[src/rtl/kmeans_cnt_pkg.sv]
// kmeans_cnt_pkg: shared direction/mode types and width helper for the K-means counters
package kmeans_cnt_pkg;
    typedef enum logic {CNT_DOWN = 1'b0, CNT_UP = 1'b1} cnt_dir_e;
    typedef enum logic {CNT_WRAP = 1'b0, CNT_SAT = 1'b1} cnt_mode_e;
    function automatic int clog2_min1(input int v);
        return (v <= 2) ? 1 : $clog2(v);
    endfunction
endpackage

[src/rtl/param_step_prescaler.sv]
// param_step_prescaler: emits one step per PRESCALE enabled cycles; PRESCALE=1 is a flop-free pass-through
module param_step_prescaler
    import kmeans_cnt_pkg::*;
#(
    parameter int PRESCALE = 1
) (
    input  logic clk,
    input  logic rstn,
    input  logic clr_i,
    input  logic enable,
    output logic step_o
);
    generate
        if (PRESCALE == 1) begin : g_bypass
            logic unused_ok;
            assign unused_ok = &{clk, rstn, clr_i};
            assign step_o = enable;
        end else begin : g_div
            localparam int PW = clog2_min1(PRESCALE);
            localparam logic [PW-1:0] LAST = PW'(PRESCALE - 1);
            logic [PW-1:0] cnt;
            // disabled cycles hold the phase rather than restarting it
            always_ff @(posedge clk or posedge rstn)
                if (rstn) cnt <= '0;
                else if (clr_i) cnt <= '0;
                else if (enable) cnt <= (cnt == LAST) ? '0 : cnt + 1'b1;
            assign step_o = enable && (cnt == LAST);
        end
    endgenerate
endmodule

[src/rtl/param_step_counter.sv]
// param_step_counter: up/down modulo counter with clear, clamped load, wrap/saturate, prescaler and tc pulse
// Optional ovf_sticky output enabled by PARAM_STEP_COUNTER_OVF_STICKY_EN
module param_step_counter
    import kmeans_cnt_pkg::*;
#(
    parameter int          WIDTH    = 6,
    parameter logic [31:0] MAX_VAL  = 63,
    parameter int          PRESCALE = 1,
    parameter int          SATURATE = 0
) (
    input  logic             clk,
    input  logic             rstn,
    input  logic             clr,
    input  logic             enable,
    input  logic             up_dn,
    input  logic             load,
    input  logic [WIDTH-1:0] load_val,
    output logic [WIDTH-1:0] out,
    output logic             tc,
    output logic             at_zero,
    output logic             at_max
`ifdef PARAM_STEP_COUNTER_OVF_STICKY_EN
    ,
    output logic             ovf_sticky
`endif
);
    localparam logic [WIDTH-1:0] MAXV = WIDTH'(MAX_VAL);
    localparam cnt_mode_e MODE = (SATURATE != 0) ? CNT_SAT : CNT_WRAP;
    cnt_dir_e dir;
    logic step, bstep;
    logic [WIDTH-1:0] nxt;
    param_step_prescaler #(.PRESCALE(PRESCALE)) u_pre (
        .clk    (clk),
        .rstn   (rstn),
        .clr_i  (clr | load),
        .enable (enable),
        .step_o (step)
    );
    assign dir     = cnt_dir_e'(up_dn);
    assign at_zero = (out == '0);
    assign at_max  = (out == MAXV);
    // boundary is checked before the add, so no WIDTH+1 carry is ever needed
    always_comb begin
        bstep = step && ((dir == CNT_UP) ? at_max : at_zero);
        nxt = (dir == CNT_UP)
            ? (at_max ? ((MODE == CNT_SAT) ? out : '0) : out + 1'b1)
            : (at_zero ? ((MODE == CNT_SAT) ? out : MAXV) : out - 1'b1);
    end
    always_ff @(posedge clk or posedge rstn)
        if (rstn) begin
            out <= '0;
            tc  <= 1'b0;
        end else if (clr) begin
            out <= '0;
            tc  <= 1'b0;
        end else if (load) begin
            out <= (load_val > MAXV) ? MAXV : load_val;
            tc  <= 1'b0;
        end else begin
            out <= step ? nxt : out;
            tc  <= bstep;
        end
`ifdef PARAM_STEP_COUNTER_OVF_STICKY_EN
    always_ff @(posedge clk or posedge rstn)
        if (rstn) ovf_sticky <= 1'b0;
        else if (clr) ovf_sticky <= 1'b0;
        else if (!load && bstep) ovf_sticky <= 1'b1;
`endif
endmodule

[config.mk]
export PLATFORM = sky130hd
export DESIGN_NAME = param_step_counter
export DESIGN_NICKNAME = d
export VERILOG_FILES = /design/src/rtl/kmeans_cnt_pkg.sv /design/src/rtl/param_step_prescaler.sv /design/src/rtl/param_step_counter.sv
export SDC_FILE = /design/constraint.sdc
export NUM_CORES = 1
export LEC_CHECK = 0
export ABC_AREA = 0
export CAP_MARGIN = 40
export CORE_UTILIZATION = 31
export DETAILED_ROUTE_END_ITERATION = 10
export PLACE_DENSITY = 0.66
export SYNTH_ARGS = -nofsm -noshare
export SYNTH_HDL_FRONTEND = slang
export SYNTH_HIERARCHICAL = 1
export SYNTH_SLANG_ARGS = --single-unit
[constraint.sdc]
create_clock -name clk -period 2.05 [get_ports clk]
set_input_delay 0.205 -clock clk [delete_from_list [all_inputs] [get_ports clk]]
set_output_delay 0.205 -clock clk [all_outputs]
set_load 0.005 [all_outputs]
* After elaboration in Yosys (flattened, before gate mapping)
Index checks and enable logic that the tools add are counted.
** Cells by class
- Add/subtract/negate cells :: 2
- $mul :: 0
- Div/mod/pow operators :: 0
- Magnitude comparators :: 1
- Equality and inequality tests :: 1
- Shifts and indexed selects :: 0
- Multiplexer cells :: 10
- Bitwise operators :: 0
- Reduce and logical (&&, ||, !) cells :: 3
** Operators by type and width (count)
- 6-bit 2-to-1 mux :: 7
- 6-bit by 1-bit adder with 6-bit output, second input constant :: 1
- 6-bit equality test, second input constant :: 1
- 6-bit > comparator, second input constant :: 1
- 6-bit zero test :: 1
- 6-bit by 1-bit subtractor with 6-bit output, second input constant :: 1
- 1-bit 2-to-1 mux :: 3
- 3-bit nonzero test :: 1
- 1-bit logical AND :: 1
** Word-level totals
- Flip-flop bits (word level) :: 7
- Bits in latches :: 0
- RAM bits :: 0
- Bits in read-only memories :: 0
- Input bits :: 12
- Output and inout port bits :: 9
- Word-level logic and storage cells :: 19
- Memories :: 0

* Depth between registers and ports, before layout
Gate-level depths: netlist of the first run.
- Depth in word-level cells :: 6
- Mapped depth :: 6
- Gate-level depth less buffers :: 6

* Hierarchy
The synthesis of the first run kept the hierarchy.
** By module, submodules not included
- param_step_counter :: instances 1, cells each 80, area each 646.9 µm², seq. area each 175.2 µm²
- param_step_prescaler :: instances 1, cells each 1, area each 7.5 µm², seq. area each 0.0 µm²

* Least setup slack after synthesis of the first run
No wires, ideal clock.
- Path kind :: register to register
- Start :: register out[0]
- End :: register out[3]
- Library setup time :: 101 ps
- Arrival :: 1521 ps
- Data required time :: 1949 ps
- Path slack :: 428 ps
- Stages on the path, launching flop included :: 6
- Path buffers :: 0
- Clock period less this slack :: 1622 ps
- Path through :: dfrtp_1 ha_1 and3_2 and2_1 o21a_1 o32ai_1
** Between the ends
- Cells in the longest elaborated chain, start to end :: 6
- Elaborated cells on any way between the ends :: 10
- Those cells by class :: add/sub (2); eq/ne (1); mux (6); reduce/logical (1)
** RTL lines
- start, declared :: line param_step_counter.sv:18 : output logic [WIDTH-1:0] out,
- start signal, assigned :: line param_step_counter.sv:57 : out <= (load_val > MAXV) ? MAXV : load_val;
- start signal, assigned :: line param_step_counter.sv:60 : out <= step ? nxt : out;
- 6-bit equality test :: line param_step_counter.sv:41 : assign at_max = (out == MAXV);
- via at_max :: line param_step_counter.sv:21 : output logic at_max
- 6-bit 2-to-1 mux (2 in series) :: line param_step_counter.sv:46 : ? (at_max ? ((MODE == CNT_SAT) ? out : '0) : out + 1'b1)
- 6-bit 2-to-1 mux :: line param_step_counter.sv:60
- 6-bit 2-to-1 mux :: line param_step_counter.sv:56 : end else if (load) begin
- 6-bit 2-to-1 mux :: line param_step_counter.sv:53 : end else if (clr) begin
The timed path passes the listed nets, and every way through them passes these cells. The select of a mux whose other input is x is not followed.
A chain may end at the register's enable or synchronous reset.

* Worst setup path in the final report of the first run
- Start :: register out[0]
- End :: output at_zero
** Between the ends
- Cells in the longest elaborated chain, start to end :: 1
** RTL lines
- 6-bit zero test :: line param_step_counter.sv:40 : assign at_zero = (out == '0);
- end, declared :: line param_step_counter.sv:20 : output logic at_zero,
Every way passes these cells.

==> results of run 1 <==
==> routing by layer <==
metal | up-vias | track usage | part of all wire
met1 | 356 | 0.223 | 0.42
met5 | - | 0 | 0
met3 | 2 | 0.0679 | 0.059
li1 | 354 | - | -
met4 | 0 | 0.0333 | 0.0038
met2 | 29 | 0.278 | 0.52
==> power by group through the flow <==
stage	clock (mW)	combinational, mW	sequential (mW)
after CTS	0.130	0.158	0.166
after floorplan	0	0.0950	0.163
after global placement	0	0.158	0.167
after global routing	0.142	0.195	0.168
after detailed placement	0	0.157	0.168
final	0.126	0.179	0.166
==> layout make-up <==
type / instances / area (um^2) / share of cell area
multi-input cells: 61 / 430 / 0.447
flip-flops and latches: 7 / 179 / 0.186
clock buffers: 4 / 26.3 / 0.0273
inverters: 7 / 26.3 / 0.0273
repair buffers: 29 / 268 / 0.278
well taps: 27 / 33.8 / 0.0351
==> timing repair <==
| item | in CTS | in global routing |
|---|---|---|
| cloned | 0 | 0 |
| setup buffers | 0 | 5 |
| setup endpoints to repair | 2 | 2 |
| gates resized for setup | 2 | 5 |
==> state kept, by name, summed over array words and instances (netlist names) <==
name  count
tc        1
out       6
==> metrics by stage <==
step | util | instance area [um^2]
after floorplan | - | 651
after global placement | 0.445 | 873
after detailed placement | 0.445 | 873
after CTS | 0.460 | 902
after global routing | 0.491 | 963
final | 0.491 | 963
==> placed cells by master, fill, tap and decap left out, types with 2 or more instances in the layout <==
cell             instances
clkdlybuf4s50_1         20
buf_4                    9
a21oi_1                  8
o21ai_0                  8
inv_1                    5
nor2_1                   4
dfrtp_1                  4
nand2_1                  3
nand3_1                  3
nor3_1                   3
clkbuf_4                 3
dfrtp_2                  3
o31ai_1                  2
and2_1                   2
a311oi_1                 2
a31oi_1                  2
xor2_1                   2
==> final timing paths <==
path | start | depth (start not counted) | to
min | rstn | 2 | out[3]
max | out[0] | 6 | at_zero
max reg2reg | out[0] | 7 | out[4]
max in group asynchronous | rstn | 2 | out[1]
min reg2reg | out[5] | 2 | out[5]
min in group clk | load_val[1] | 3 | out[1]
==> impl_metrics.py, run 1 <==
metrics = {
    "outcome": {
        "run_status": "finished, final reports clean",
    },
    "worst_setup_path": {
        "critPathMaxStageDelay_ns": 0.51,
        "cp_max_fo": 8,
        "regToRegSetupSlack_ns": 0.38,
        "crit_family": "buffers and inverters",
        "end_kind": "output port",
        "critPathKind": "reg2out",
        "cp_slowest_cell": "clkdlybuf4s50_1",
        "start_kind": "flip-flop",
        "crit_buf_inv": 3,
        "cp.arrival_ns": 1.79,
        "required_ns": 1.85,
        "path_cells": "buf_4 > inv_2 > ha_2 > nand2b_4 > nor2_4 > clkdlybuf4s50_1",
    },
    "clocking": {
        "hold_buffers": 0,
        "cts.path.max_buffers": 2,
        "cts_made_buffers": 3,
        "clock_latency_ns": 0.25,
        "cts.sinks": 7,
        "cts.root.buffer_cell": "clkbuf_4",
        "h-tree-depth": 1,
        "cts.reportedPaths.clkPinSlew_ns": 0.05,
        "cts_tree": "done",
    },
    "sta": {
        "hold_viol": 0,
        "worst_clock_skew_ns": 0.00539,
        "setup_tns_ns": 0,
        "whs_ns": 0.177,
        "finalSetupViolCount": 0,
        "relSlewSlack": 0.798,
        "rsz0062_at_grt": "yes",
        "min_period_over_period": 0.974,
        "min_period_ns": 2.00,
        "slew_violations": 0,
        "worst_slew_pin_slew_ns": 0.302,
        "fmax_mhz": 501,
        "layout_setup_ws_ns": 0.0540,
    },
    "run": {
        "drv_cap": 0,
    },
    "floorplan": {
        "start_util": 0.332,
        "die-area_um2": 2290,
        "pin_count": 21,
        "die_h_um": 47.8,
        "core_region_area_um2": 1960,
        "die_width_um": 47.8,
        "std_cell_rows": 16,
    },
    "placed_design": {
        "gp_congestion": 0.819,
        "dp_hpwl_um": 1340,
        "portBuffers": 20,
        "dp_cells": 126,
        "place_ws_ns": 0.211,
    },
    "global_route": {
        "grt_max_degree": 13,
        "antenna_found_initial": 0,
        "grt_pass1_wl_um": 2730,
        "grt_pass1_vias": 607,
        "gr-usage-all-layers": 0.174,
        "grt_overflow": 0,
    },
    "drt": {
        "via_count": 741,
        "drcViolationCount": 0,
        "drt_wl_total_um": 1860,
        "firstDrtPassIters": 4,
        "ant_nets": 0,
        "viasPerCell": 5.49,
        "dr.first_iter.drc_count": 35,
        "drt-wirelength-per-cell_um": 13.7,
    },
    "synth": {
        "syn_area_per_cell_um2": 8.13,
        "netlist_instances": 80,
        "synth_area_um2": 651,
        "yosys_warnings": 6,
        "synth.net_count": 95,
    },
    "final_layout": {
        "finalNonFillerCells": 135,
        "insertedDiodeCount": 0,
        "nNetsFinal": 124,
        "area_growth_pct": 48.1,
        "drive_above_1_share": 0.213,
        "fillers": 203,
    },
    "power_and_ir_drop": {
        "internal_power_uw": 319,
        "leakage_nw": 0.373,
        "seqPwrFrac": 0.353,
        "combPwrFrac": 0.380,
        "p_per_area_nw_per_um2": 488,
        "power.total_uw": 470,
        "p_sw_frac": 0.321,
        "power_frac_clock": 0.267,
        "ir_worst_vdd_mv": 0.406,
        "p_sw_uw": 151,
    },
    "worst_hold_path": {
        "hold_path.class": "in2async",
    },
}
Note: power is estimated with default switching activity, not from simulation.
==> run 2, diff against run 1 <==
--- a/config.mk
+++ b/config.mk
@@ -7,7 +7,9 @@
 export LEC_CHECK = 0
 export ABC_AREA = 0
 export CAP_MARGIN = 40
+export CORE_MARGIN = 5
 export CORE_UTILIZATION = 31
+export CTS_BUF_LIST = sky130_fd_sc_hd__clkbuf_8
 export DETAILED_ROUTE_END_ITERATION = 10
 export PLACE_DENSITY = 0.66
 export SYNTH_ARGS = -nofsm -noshare
==> impl_metrics.py, run 2 (same netlist as run 1, synthesis figures left out) <==
metrics = {
    "global_route": {
        "antenna_found_initial": 0,
        "grt_overflow": 0,
        "grt_max_degree": 11,
        "grt_pass1_wl_um": 2970,
        "grt_pass1_vias": 652,
        "gr-usage-all-layers": 0.119,
    },
    "drt": {
        "ant_nets": 0,
        "firstDrtPassIters": 4,
        "drt_wl_total_um": 1780,
        "drcViolationCount": 0,
        "viasPerCell": 5.09,
        "drt-wirelength-per-cell_um": 13.4,
        "via_count": 677,
        "dr.first_iter.drc_count": 31,
    },
    "final_layout": {
        "drive_above_1_share": 0.170,
        "layout.cells.most_common_list": "clkdlybuf4s50_1, a21oi_1, o21ai_0",
        "top_regs": "out (6), tc (1)",
        "area_growth_pct": 46.3,
        "finalInstanceArea_um2": 952,
        "insertedDiodeCount": 0,
        "largest_register_ffs": 6,
        "fillers": 183,
        "nNetsFinal": 122,
        "largest-register": "out",
        "final_common_cell": "clkdlybuf4s50_1",
    },
    "clocking": {
        "cts_made_buffers": 3,
        "cts_tree": "done",
        "h-tree-depth": 1,
        "cts.reportedPaths.clkPinSlew_ns": 0.04,
        "cts.root.buffer_cell": "clkbuf_8",
        "cts.path.max_buffers": 2,
        "clock_latency_ns": 0.22,
        "cts.sinks": 7,
    },
    "floorplan": {
        "core_region_area_um2": 1980,
        "die_h_um": 55.8,
        "std_cell_rows": 16,
        "die-area_um2": 3110,
        "pin_count": 21,
        "start_util": 0.328,
        "die_width_um": 55.8,
    },
    "sta": {
        "layout_setup_ws_ns": 0.0728,
        "min_period_over_period": 0.965,
        "relSlewSlack": 0.818,
        "rsz0062_at_grt": "no",
        "setup_tns_ns": 0,
        "fmax_mhz": 506,
        "slew_violations": 0,
        "worst_clock_skew_ns": 0.000758,
        "finalSetupViolCount": 0,
        "worst_slew_pin_slew_ns": 0.271,
        "min_period_ns": 1.98,
        "hold_viol": 0,
    },
    "placed_design": {
        "gp_congestion": 0.913,
        "dpl_cell_area_um2": 881,
        "place_ws_ns": 0.196,
        "portBuffers": 20,
        "dp_hpwl_um": 1410,
    },
    "run": {
        "drv_cap": 0,
    },
    "worst_setup_path": {
        "required_ns": 1.85,
        "critPathKind": "reg2out",
        "start_kind": "flip-flop",
        "end_kind": "output port",
        "cp.arrival_ns": 1.77,
        "cp_max_fo": 7,
    },
    "power_and_ir_drop": {
        "p_per_area_nw_per_um2": 547,
        "ir_worst_vdd_mv": 0.353,
        "leakage_nw": 0.377,
    },
    "worst_hold_path": {
        "hold_path.class": "in2async",
    },
    "outcome": {
        "run_status": "finished, final reports clean",
    },
}
==> run 2: cell types whose count changed in the layout (fill, tap and decap cells not counted), sizes merged <==
cell    previous run  this run
clkbuf             4         3
buf                9         7
inv                6         7
==> run 2: area by class of cell <==
cell class	instances	area [um^2]	share of cell area
flip-flops and latches	7	176	0.185
clock inverters	1	3.75	0.00394
multi-input cells	61	418	0.439
inverters	7	26.3	0.0276
well taps	27	33.8	0.0355
clock buffers	3	41.3	0.0434
repair buffers	27	253	0.265
==> run 2: layer usage <==
layer  GRT usage  vias up  routed length (um)
li1            -      346                   -
met1       0.158      302                 801
met4      0.0610        0                  34
met2       0.181       25                 828
met5           0        -                   0
met3      0.0232        4                 117
==> run 2: metrics by stage <==
stage	total power [mW]	util	std cells	hold WS (ns)
2_1_floorplan	0.258	-	80	0.00840
3_3_place_gp	0.327	0.444	127	0.456
3_5_place_dp	0.328	0.444	127	0.459
4_1_cts	0.517	0.469	131	0.221
5_1_grt	0.553	0.480	133	0.254
6_report	0.521	0.480	133	0.210
==> run 2: repair_timing <==
item                                    CTS  global route
endpoints found under the setup margin    1             2
buffers inserted                          0             2
gates resized for setup                   2             1
hold buffers                              0             0
==> run 2: final timing paths <==
path                       slack (ns)  depth (start not counted)       to   startpoint
setup / recovery                 0.07                          3  at_zero       out[4]
hold / removal                   0.21                          2       tc         rstn
setup reg to reg                 0.44                          5   out[5]       out[2]
hold reg to reg                  0.63                          2   out[5]       out[5]
max in group asynchronous        1.62                          2   out[1]         rstn
min in group clk                 0.53                          3   out[1]  load_val[1]
==> run 2: power breakdown <==
part	internal [mW]	switching, mW
clock	0.129	0.0563
combinational	0.0919	0.0805
sequential	0.149	0.0148
==> run 2: worst max-delay path: stages, from the launching register on <==
cell and delay (ns):
dfrtp_1 0.45, or3_4 0.45, nor2_4 0.14, clkdlybuf4s50_1 0.51
==> run 3, diff against run 2 <==
--- a/config.mk
+++ b/config.mk
@@ -7,11 +7,13 @@
 export LEC_CHECK = 0
 export ABC_AREA = 0
 export CAP_MARGIN = 40
-export CORE_MARGIN = 5
+export CELL_PAD_IN_SITES_DETAIL_PLACEMENT = 1
+export CELL_PAD_IN_SITES_GLOBAL_PLACEMENT = 1
+export CORE_MARGIN = 1.5
 export CORE_UTILIZATION = 31
 export CTS_BUF_LIST = sky130_fd_sc_hd__clkbuf_8
 export DETAILED_ROUTE_END_ITERATION = 10
-export PLACE_DENSITY = 0.66
+export PLACE_DENSITY = 0.84
 export SYNTH_ARGS = -nofsm -noshare
 export SYNTH_HDL_FRONTEND = slang
 export SYNTH_HIERARCHICAL = 1
==> impl_metrics.py, run 3 (same netlist as run 1, synthesis figures left out) <==
metrics = {
    "sta": {
        "min_period_ns": 1.98,
        "min_period_over_period": 0.964,
        "slew_violations": 0,
        "rsz0062_at_grt": "no",
        "hold_viol": 0,
        "finalSetupViolCount": 0,
        "setup_tns_ns": 0,
        "fmax_mhz": 506,
        "relSlewSlack": 0.779,
        "worst_slew_pin_slew_ns": 0.329,
        "worst_clock_skew_ns": 0.00631,
    },
    "clocking": {
        "cts.sinks": 7,
        "hold_buffers": 0,
        "cts_made_buffers": 3,
        "cts.path.max_buffers": 2,
        "cts_tree": "done",
        "cts.reportedPaths.clkPinSlew_ns": 0.04,
        "h-tree-depth": 1,
        "clock_latency_ns": 0.22,
        "cts.root.buffer_cell": "clkbuf_8",
    },
    "final_layout": {
        "multi_input_area_um2": 428,
        "finalInstanceArea_um2": 941,
        "fillers": 260,
        "layout.cells.most_common_list": "clkdlybuf4s50_1, a21oi_1, o21ai_0",
        "largest-register": "out",
        "final-seq-area_um2": 178,
        "insertedDiodeCount": 0,
        "drive_above_1_share": 0.155,
        "largest_register_ffs": 6,
        "nNetsFinal": 119,
        "final_common_cell": "clkdlybuf4s50_1",
        "top_regs": "out (6), tc (1)",
        "area_growth_pct": 44.6,
    },
    "drt": {
        "drt_wl_total_um": 2050,
        "ant_nets": 0,
        "viasPerCell": 5.33,
        "firstDrtPassIters": 4,
        "drcViolationCount": 0,
        "via_count": 693,
        "dr.first_iter.drc_count": 8,
        "drt-wirelength-per-cell_um": 15.8,
    },
    "power_and_ir_drop": {
        "leakage_nw": 0.362,
        "p_per_area_nw_per_um2": 551,
        "combPwrFrac": 0.327,
        "p_sw_frac": 0.296,
        "p_sw_uw": 153,
        "power_frac_clock": 0.351,
        "ir_worst_vdd_mv": 0.625,
        "internal_power_uw": 366,
        "seqPwrFrac": 0.322,
    },
    "placed_design": {
        "dp_hpwl_um": 1640,
        "portBuffers": 20,
        "gp_congestion": 0.888,
        "dpl_cell_area_um2": 873,
    },
    "floorplan": {
        "start_util": 0.332,
        "core_region_area_um2": 1960,
        "std_cell_rows": 16,
        "pin_count": 21,
        "die_h_um": 48.8,
        "die-area_um2": 2380,
        "die_width_um": 48.8,
    },
    "worst_setup_path": {
        "required_ns": 1.85,
        "path_cells": "or3_4 > nor2_4 > clkdlybuf4s50_1",
        "cp_max_fo": 7,
        "cp_slowest_cell": "clkdlybuf4s50_1",
        "start_kind": "flip-flop",
        "critPathKind": "reg2out",
        "cp.arrival_ns": 1.77,
        "end_kind": "output port",
        "critPathMaxStageDelay_ns": 0.51,
    },
    "global_route": {
        "gr-usage-all-layers": 0.199,
        "grt_busiest_layer": "met2",
        "met1_usage": 0.264,
        "grt_pass1_wl_um": 3650,
        "grt_overflow": 0,
        "grt_max_degree": 16,
        "grt_pass1_vias": 724,
        "gr-usage-met3": 0.0245,
        "antenna_found_initial": 0,
        "grt_use_met2": 0.322,
    },
    "outcome": {
        "run_status": "finished, final reports clean",
    },
    "worst_hold_path": {
        "hold_path.class": "in2async",
    },
    "run": {
        "drv_cap": 0,
    },
}
[run 3: repair_timing]
action                     in CTS  in global routing
buffers inserted                0                  0
setup endpoints to repair       1                  2
gates resized for setup         2                  3
[run 3: cell type report]
type / instances / area share
Timing Repair Buffer: 24 / 0.245
Clock inverter: 1 / 0.00399
Tap cell: 27 / 0.0359
Multi-Input combinational cell: 61 / 0.455
Inverter: 7 / 0.0279
Clock buffer: 3 / 0.0439
Sequential cell: 7 / 0.189
[run 3: power by group through the flow]
stage | logic, mW | clock network (mW) | registers (mW)
after floorplan | 0.0950 | 0 | 0.163
after global placement | 0.160 | 0 | 0.165
after detailed placement | 0.165 | 0 | 0.167
after CTS | 0.166 | 0.187 | 0.165
after global routing | 0.190 | 0.199 | 0.168
final | 0.170 | 0.182 | 0.167
[run 3: stage by stage]
stage	worst slack [ns]	instances	power [mW]	utilization	hold WS [ns]
finish	0.0745	130	0.519	0.480	0.222
global route	0.00693	130	0.558	0.480	0.254
CTS	0.0340	130	0.519	0.470	0.226
detailed placement	0.151	126	0.332	0.445	0.463
global placement	0.271	126	0.325	0.445	0.448
floorplan	0.428	80	0.258	-	0.00840
[run 3: worst paths after layout]
| check | endpoint | cells after the start | slack (ns) | from |
|---|---|---|---|---|
| hold reg to reg | out[5] | 2 | 0.63 | out[5] |
| max in group asynchronous | out[1] | 2 | 1.59 | rstn |
| min in group clk | out[1] | 3 | 0.55 | load_val[1] |
| setup reg to reg | out[4] | 6 | 0.38 | out[1] |
| hold / removal | tc | 2 | 0.22 | rstn |
| setup / recovery | at_zero | 3 | 0.07 | out[4] |
[run 3: routing by layer]
metal | vias to the layer above | routed length, um
li1 | 343 | -
met1 | 330 | 964
met2 | 16 | 992
met3 | 4 | 39
met4 | 0 | 58
met5 | - | 0
[run 3: worst max-delay path: cells and delay by family (launching register included)]
| kind | cells | cell delay, ns |
|---|---|---|
| buf+inv | 1 | 0.51 |
| simple gates | 2 | 0.58 |
| flops | 1 | 0.45 |
